--- src/rtl/uart_tx_buffered.sv ---
// Buffered 8N1 UART transmitter: queues bytes in a FIFO and, on a start request,
// drains the whole queue onto the serial line, returning one done pulse per burst.
module uart_tx_buffered #(
  parameter int NB_DATA         = 8,
  parameter int FIFO_ADDR_WIDTH = 4,
  parameter int OVERSAMPLE      = 16,
  parameter int SB_TICK         = 16
) (
  input  logic               clk,
  input  logic               i_rst,
  input  logic               i_tick,
  input  logic               i_wr,
  input  logic [NB_DATA-1:0] i_wdata,
  input  logic               i_tx_start,
  output logic               o_tx,
  output logic               o_tx_done,
  output logic               o_full,
  output logic               o_empty,
  output logic               o_overflow,
  output logic               o_busy
);

  localparam int DEPTH  = 2 ** FIFO_ADDR_WIDTH;
  localparam int CNT_W  = FIFO_ADDR_WIDTH + 1;
  localparam int TICK_W = $clog2((OVERSAMPLE > SB_TICK) ? OVERSAMPLE : SB_TICK);
  localparam int BIT_W  = $clog2(NB_DATA);

  localparam logic [TICK_W-1:0] OS_LAST   = TICK_W'(OVERSAMPLE - 1);
  localparam logic [TICK_W-1:0] STOP_LAST = TICK_W'(SB_TICK - 1);
  localparam logic [BIT_W-1:0]  BIT_LAST  = BIT_W'(NB_DATA - 1);
  localparam logic [CNT_W-1:0]  CNT_FULL  = CNT_W'(DEPTH);

  typedef enum logic [1:0] {
    IDLE  = 2'd0,
    START = 2'd1,
    DATA  = 2'd2,
    STOP  = 2'd3
  } state_t;

  // FIFO storage and bookkeeping
  logic [NB_DATA-1:0]         mem [DEPTH];
  logic [FIFO_ADDR_WIDTH-1:0] wr_ptr;
  logic [FIFO_ADDR_WIDTH-1:0] rd_ptr;
  logic [CNT_W-1:0]           count;
  logic [CNT_W-1:0]           count_next;
  logic                       full;
  logic                       empty;
  logic                       overflow;
  logic                       push;
  logic                       pop;

  // Transmit FSM
  state_t             state, state_next;
  logic [TICK_W-1:0]  tick_cnt, tick_cnt_next;
  logic [BIT_W-1:0]   bit_cnt, bit_cnt_next;
  logic [NB_DATA-1:0] shift, shift_next;
  logic               tx, tx_next;
  logic               done, done_next;
  logic               go;
  logic               go_clr;

  // A pop frees a slot in the same cycle, so a write at full is legal then.
  assign push = i_wr && (!full || pop);

  always_comb begin
    count_next = count;
    if (push && !pop) begin
      count_next = count + CNT_W'(1);
    end else if (pop && !push) begin
      count_next = count - CNT_W'(1);
    end
  end

  always_ff @(posedge clk) begin
    if (push) begin
      mem[wr_ptr] <= i_wdata;
    end
  end

  always_ff @(posedge clk) begin
    if (i_rst) begin
      wr_ptr   <= '0;
      rd_ptr   <= '0;
      count    <= '0;
      full     <= 1'b0;
      empty    <= 1'b1;
      overflow <= 1'b0;
    end else begin
      if (push) begin
        wr_ptr <= wr_ptr + FIFO_ADDR_WIDTH'(1);
      end
      if (pop) begin
        rd_ptr <= rd_ptr + FIFO_ADDR_WIDTH'(1);
      end
      count <= count_next;
      full  <= (count_next == CNT_FULL);
      empty <= (count_next == '0);
      if (i_wr && full && !pop) begin
        overflow <= 1'b1;
      end
    end
  end

  // Go flag: a start while busy is ignored; cleared together with the done pulse.
  always_ff @(posedge clk) begin
    if (i_rst) begin
      go <= 1'b0;
    end else if (go_clr) begin
      go <= 1'b0;
    end else if (i_tx_start) begin
      go <= 1'b1;
    end
  end

  always_ff @(posedge clk) begin
    if (i_rst) begin
      state    <= IDLE;
      tick_cnt <= '0;
      bit_cnt  <= '0;
      shift    <= '0;
      tx       <= 1'b1;
      done     <= 1'b0;
    end else begin
      state    <= state_next;
      tick_cnt <= tick_cnt_next;
      bit_cnt  <= bit_cnt_next;
      shift    <= shift_next;
      tx       <= tx_next;
      done     <= done_next;
    end
  end

  always_comb begin
    state_next    = state;
    tick_cnt_next = tick_cnt;
    bit_cnt_next  = bit_cnt;
    shift_next    = shift;
    pop           = 1'b0;
    done_next     = 1'b0;
    go_clr        = 1'b0;

    case (state)
      IDLE: begin
        if (go) begin
          if (!empty) begin
            shift_next    = mem[rd_ptr];
            pop           = 1'b1;
            tick_cnt_next = '0;
            state_next    = START;
          end else begin
            done_next = 1'b1;
            go_clr    = 1'b1;
          end
        end
      end

      START: begin
        if (i_tick) begin
          if (tick_cnt == OS_LAST) begin
            tick_cnt_next = '0;
            bit_cnt_next  = '0;
            state_next    = DATA;
          end else begin
            tick_cnt_next = tick_cnt + TICK_W'(1);
          end
        end
      end

      DATA: begin
        if (i_tick) begin
          if (tick_cnt == OS_LAST) begin
            tick_cnt_next = '0;
            shift_next    = shift >> 1;
            if (bit_cnt == BIT_LAST) begin
              state_next = STOP;
            end else begin
              bit_cnt_next = bit_cnt + BIT_W'(1);
            end
          end else begin
            tick_cnt_next = tick_cnt + TICK_W'(1);
          end
        end
      end

      STOP: begin
        if (i_tick) begin
          if (tick_cnt == STOP_LAST) begin
            tick_cnt_next = '0;
            state_next    = IDLE;
          end else begin
            tick_cnt_next = tick_cnt + TICK_W'(1);
          end
        end
      end

      default: begin
        state_next = IDLE;
      end
    endcase
  end

  // Line level follows the next state so o_tx comes straight from a flop.
  always_comb begin
    tx_next = 1'b1;
    case (state_next)
      START:   tx_next = 1'b0;
      DATA:    tx_next = shift_next[0];
      default: tx_next = 1'b1;
    endcase
  end

  assign o_tx       = tx;
  assign o_tx_done  = done;
  assign o_full     = full;
  assign o_empty    = empty;
  assign o_overflow = overflow;
  assign o_busy     = go;

endmodule

--- config.mk ---
export PLATFORM = sky130hd
export DESIGN_NAME = uart_tx_buffered
export DESIGN_NICKNAME = d
export VERILOG_FILES = /design/src/rtl/uart_tx_buffered.sv
export SDC_FILE = /design/constraint.sdc
export NUM_CORES = 1
export LEC_CHECK = 0
export ABC_AREA = 1
export CAP_MARGIN = 20
export CORE_MARGIN = 2
export CORE_UTILIZATION = 61
export CTS_CLUSTER_DIAMETER = 150
export CTS_CLUSTER_SIZE = 10
export DETAILED_ROUTE_END_ITERATION = 10
export PLACE_DENSITY_LB_ADDON = 0.25
export SYNTH_ARGS = -nofsm -noshare
export SYNTH_HDL_FRONTEND = slang
export SYNTH_SLANG_ARGS = --single-unit
--- constraint.sdc ---
create_clock -name clk -period 2.4 [get_ports clk]
set_input_delay 0.48 -clock clk [delete_from_list [all_inputs] [get_ports clk]]
set_output_delay 0.48 -clock clk [all_outputs]
set_load 0.02 [all_outputs]
Yosys cells after proc, flatten, opt, wreduce, memory -nomap -nowiden
Memories as Yosys holds them, arrays and structs flattened. A register that Yosys moved wholly into a read port is not among the register bits.
Index checks and enable logic that the tools add are counted.
{ "word_totals": {"elab_cells": 94, "ramBits": 128, "register_bits": 36, "n_memories": 1} }
{ "memory_table": {"columns": ["name", "depth", "word_bits", "read_ports", "rd_clocked_by_memory_dff", "wr", "line", "source"], "rows": [
  ["mem", 16, 8, 1, 1, 1, "41", "logic [NB_DATA-1:0] mem [DEPTH];"]
]} }
{ "classes": {"mux": 39, "reduce_logical": 18, "eq_ne": 16, "addsub": 6} }
{ "op_table": {"columns": ["cell", "n"], "rows": [
  ["$mux 8", 4],
  ["$mux 4", 6],
  ["$mux 2", 9],
  ["$pmux 8 s2", 1],
  ["$mux 3", 5],
  ["$ne 2x2->1 const B", 7],
  ["$add 4x1->4 const B", 3],
  ["$mux 5", 2],
  ["$mux 1", 8],
  ["$pmux 2 s4", 1],
  ["$pmux 4 s2", 1],
  ["$eq 2x2->1 const B", 3],
  ["$pmux 3 s2", 1],
  ["$reduce_and 6->1", 1],
  ["$add 5x1->5 const B", 1],
  ["$eq 5x5->1 const B", 1],
  ["$logic_and 1x1->1", 5],
  ["$logic_not 5->1", 1],
  ["$reduce_and 5->1", 1],
  ["$sub 5x1->5 const B", 1],
  ["$eq 2x1->1 const B", 2],
  ["$eq 4x4->1 const B", 1],
  ["$reduce_bool 2->1", 2],
  ["$add 3x1->3 const B", 1],
  ["other kinds (9)", 11]
]} }

Logic depth before layout (Yosys ltp)
{ "depth": {"word_depth": 10, "depth_mapped": 13, "mapped_depth_nobuf": 12} }

Worst setup path after synthesis
OpenSTA, ideal clock, no wires.
{ "synth_timing": {"kind": "reg2reg", "from": "reg go, in the netlist o_busy", "to": "mem mem[11][0], enable pin", "t_arrival_ns": 1.532, "period_less_slack_ns": 1.902, "setup_time_ns": 0.370, "path_stages_with_launch": 7, "n_path_buf": 0, "setup_slack_ns": 0.498, "path_cell_list": "dfxtp_1 > nand2_2 > inv_2 > nand2_4 > a21oi_4 > nand2_1 > nor2_1"} }
{ "synth_via": {"elab_chain_len": 6} }
{ "synth_lines": {"columns": ["element", "line", "source"], "rows": [
  ["from (decl)", "59", "logic go;"],
  ["from (signal assigned)", "107", "go <= 1'b0;"],
  ["from (signal assigned)", "109", "go <= 1'b0;"],
  ["from (signal assigned)", "111", "go <= 1'b1;"],
  ["$mux 1", "144", "if (go) begin"],
  ["$mux 1", "142", "case (state)"],
  ["$logic_or 1x1->1", "63", "assign push = i_wr && (!full || pop);"],
  ["$logic_and 1x1->1", "63", null],
  ["$mux 1", "75", "if (push) begin"],
  ["$mux 1 (not written as such)", "76", "mem[wr_ptr] <= i_wdata;"],
  ["to (decl)", "41", null]
]} }
Every way passes these cells.

Final worst setup path
{ "layout_timing": {"from": "reg full, in the netlist o_full", "to": "out o_full"} }
{ "layout_rtl": {"columns": ["element", "line", "source"], "rows": [
  ["from (decl)", "46", "logic full;"],
  ["from (signal assigned)", "96", "full <= (count_next == CNT_FULL);"],
  ["to (decl)", "17", "output logic o_full,"]
]} }
No word-level cell between the ends.

==> flow_summary.yaml <==
clocking:
  cts_sinks: 168
  cts_tree: "done"
  htreeDepth: 4
  cts_buffer_depth: 2
  cts_buffers: 17
  cts_root_buf: "clkbuf_16"
  post_cts_buffers: 0
  clkLatencyLatePin_ns: 0.41
  clkTransAtPathRegs_ns: 0.06
  post_cts_resized: 0
  hold_buffers: 0
power:
  p_clk_frac: 0.374
  power_mw: 6.62
  p_leak_nw: 2.93
  power.internal_mw: 4.86
  combPwrFrac: 0.129
  power_density_mw_per_mm2: 821
  p_switching_mw: 1.76
  p_seq_frac: 0.497
  ir_worst_vdd_mv: 0.573
  switching_share: 0.266
global_routing:
  grtUsageTotal: 0.260
  grt_pass1_vias: 4798
  grt_pass1_wl_mm: 24.5
  overflow: 0
  grt_max_degree: 65
  antenna_found_initial: 0
synthesis:
  ys_seq_area_frac: 0.660
  synth_edf_count: 128
  synthArstFlopShare: 0
  syn_avg_cell_area_um2: 10.7
  ys_ff_latch: 168
  netlist_instances: 660
  syn_area_mm2: 0.00704
  synth_nets: 683
  synth.distinct_cells: 34
  synth_ff_type: "edfxtp_1"
  yosysWarnings: 0
worst_setup_path:
  max_stage_delay_ns: 0.64
  crit_path_end_kind: "primary output"
  path_buf_inv: 1
  cp.required_ns: 1.92
  path_class: "reg -> out"
  r2r_start: "o_busy$_SDFFE_PP0P_"
  crit_fanout: 4
  regToRegSetupSlack_ns: 0.48
  path_delay_family: "buffers and inverters"
  r2r_cells: 7
  arrival_ns: 1.49
  timing.rr.end: "mem[11][2]$_DFFE_PP_"
  path_cells: "clkdlybuf4s50_1"
  crit_slowest_cell: "clkdlybuf4s50_1"
  critPathLaunchType: "flop"
drt:
  postRouteAntennaNets: 0
  num_vias: 4992
  viasPerCell: 5.82
  post-route-drc-count: 0
  drt-pass1-iter-count: 5
  routedWlPerCell_um: 17.9
  wirelength_mm: 15.3
  first_iter_violations: 508
layout:
  n_antenna_cell: 0
  finalInstanceArea_mm2: 0.00807
  drive_gt1_frac: 0.118
  nNetsFinal: 724
  postLayoutCoreUtil: 0.713
  area_growth_pct: 14.6
placed_design:
  gp_congestion: 0.846
  io_buffers: 18
  dpl.hpwl_mm: 10.3
  place_area_mm2: 0.00752
sta:
  max_slew_margin: 0.615
  maxSlewViolCount: 0
  rsz0062_at_grt: "no"
  worst_slew_pin_slew_ns: 0.577
  hold_violations: 0
  fin_setup_tns_ns: 0
  period_share: 0.820
  holdWs_ns: 0.477
  setup_viol: 0
  clock.fmax_mhz: 508
  skew_ns: 0.00672
  finalCriticalPeriod_ns: 1.97
floorplanning:
  core_mm2: 0.0113
  initial_core_util: 0.622
  io_pins: 19
  die-area_mm2: 0.0124
  fp-row-count: 39
  die_h_um: 111
  fp.dieW_um: 111
status:
  status: "completed"
job:
  maxCapViolCount: 0
hold_path:
  hold_class: "reg -> reg"
  holdPathStages: 2
  worstHoldEndpoint: "bit_cnt[0]$_SDFFE_PP0P_"
  hold_start: "bit_cnt[0]$_SDFFE_PP0P_"
[routing by layer]
metal	vias up	wire [µm]	GRT usage
met3	39	1250	0.0626
met1	2364	6160	0.347
met4	0	414	0.0856
met2	222	7530	0.426
met5	-	0	0
li1	2367	-	-
[how the worst max path moves through the flow]
stage | from | end | slack [ns] | cells past startpoint
floorplan | o_busy$_SDFFE_PP0P_ | mem[11][0]$_DFFE_PP_ | 0.50 | 6
global placement | i_wr | mem[11][1]$_DFFE_PP_ | 0.27 | 6
detailed placement | i_wr | mem[11][2]$_DFFE_PP_ | 0.19 | 6
CTS | o_full$_SDFF_PP0_ | o_full | 0.42 | 1
global route | o_busy$_SDFFE_PP0P_ | mem[11][2]$_DFFE_PP_ | 0.32 | 7
finish | o_full$_SDFF_PP0_ | o_full | 0.43 | 1
[layout make-up]
type	count	area (µm²)
Timing Repair Buffer	51	440
Multi-Input combinational cell	418	2080
Tap cell	143	179
Inverter	45	175
Clock inverter	15	121
Sequential cell	168	4650
Clock buffer	17	425
Fill cell	768	3250
[cell usage in the layout, fill, tap and decap left out, types with 4 or more instances in the layout]
cell             Yosys  routed
nor2_1             126     126
nand2_1             84      84
o22ai_1              5       5
inv_6                0       4
a21oi_1             24      24
o21ai_0             63      63
edfxtp_1           128     128
o211ai_1            25      25
dfxtp_1             40      39
clkbuf_16            0      17
ha_1                10      10
inv_1               40      40
nor3_1               6       6
clkinv_2             1       4
nand3_1             44      44
o21ai_1              6       6
buf_4                1      32
xor2_1               5       5
clkinv_4             0       6
clkdlybuf4s50_1      0      18
[stage by stage]
stage                     instances  setup slack [ns]
after floorplan                 660             0.498
after global placement          825             0.271
after detailed placement        825             0.192
after global routing            857             0.321
after CTS                       857             0.425
final                           857             0.432
[sequential cells by signal, summed over array words and instances (netlist names), named ones only]
name / count
mem: 128
shift: 8
count: 5
rd_ptr: 4
tick_cnt: 4
wr_ptr: 4
bit_cnt: 3
state: 2
o_busy: 1
o_empty: 1
o_full: 1
o_overflow: 1
o_tx: 1
o_tx_done: 1
[cell usage after synthesis, types with 2 or more instances]
library cell / count / share of area
edfxtp_1: 128 / 0.55
nor2_1: 126 / 0.067
nand2_1: 84 / 0.045
o21ai_0: 63 / 0.045
nand3_1: 44 / 0.031
dfxtp_1: 40 / 0.11
inv_1: 40 / 0.021
o211ai_1: 25 / 0.027
a21oi_1: 24 / 0.017
buf_2: 18 / 0.013
ha_1: 10 / 0.018
clkbuf_1: 9 / 0.0048
nor3_1: 6 / 0.0043
o21ai_1: 6 / 0.0043
o22ai_1: 5 / 0.0044
xor2_1: 5 / 0.0062
a31oi_1: 3 / 0.0027
inv_2: 2 / 0.0011
inv_4: 2 / 0.0018
nand2_2: 2 / 0.0018
nand2_4: 2 / 0.0032
nand3_2: 2 / 0.0028
nor2_2: 2 / 0.0018
xnor2_1: 2 / 0.0025
[cells by family after synthesis]
group,count (synthesis),share of synthesized area
buffers and inverters,74,0.0443
AND/OR/NAND/NOR,273,0.166
flip-flops,168,0.660
XOR/XNOR,7,0.00871
AO/OA/AOI/OAI,128,0.103
adder cells (fa/ha/maj),10,0.0178
[power groups by stage]
stage	clock [mW]	combinational (mW)	sequential, mW
2_1_floorplan	0	0.558	3.35
6_report	2.48	0.854	3.29
3_3_place_gp	0	0.819	3.35
4_1_cts	2.51	0.856	3.29
5_1_grt	2.64	0.959	3.30
3_5_place_dp	0	0.849	3.35
(Power assumes the default switching activity.)
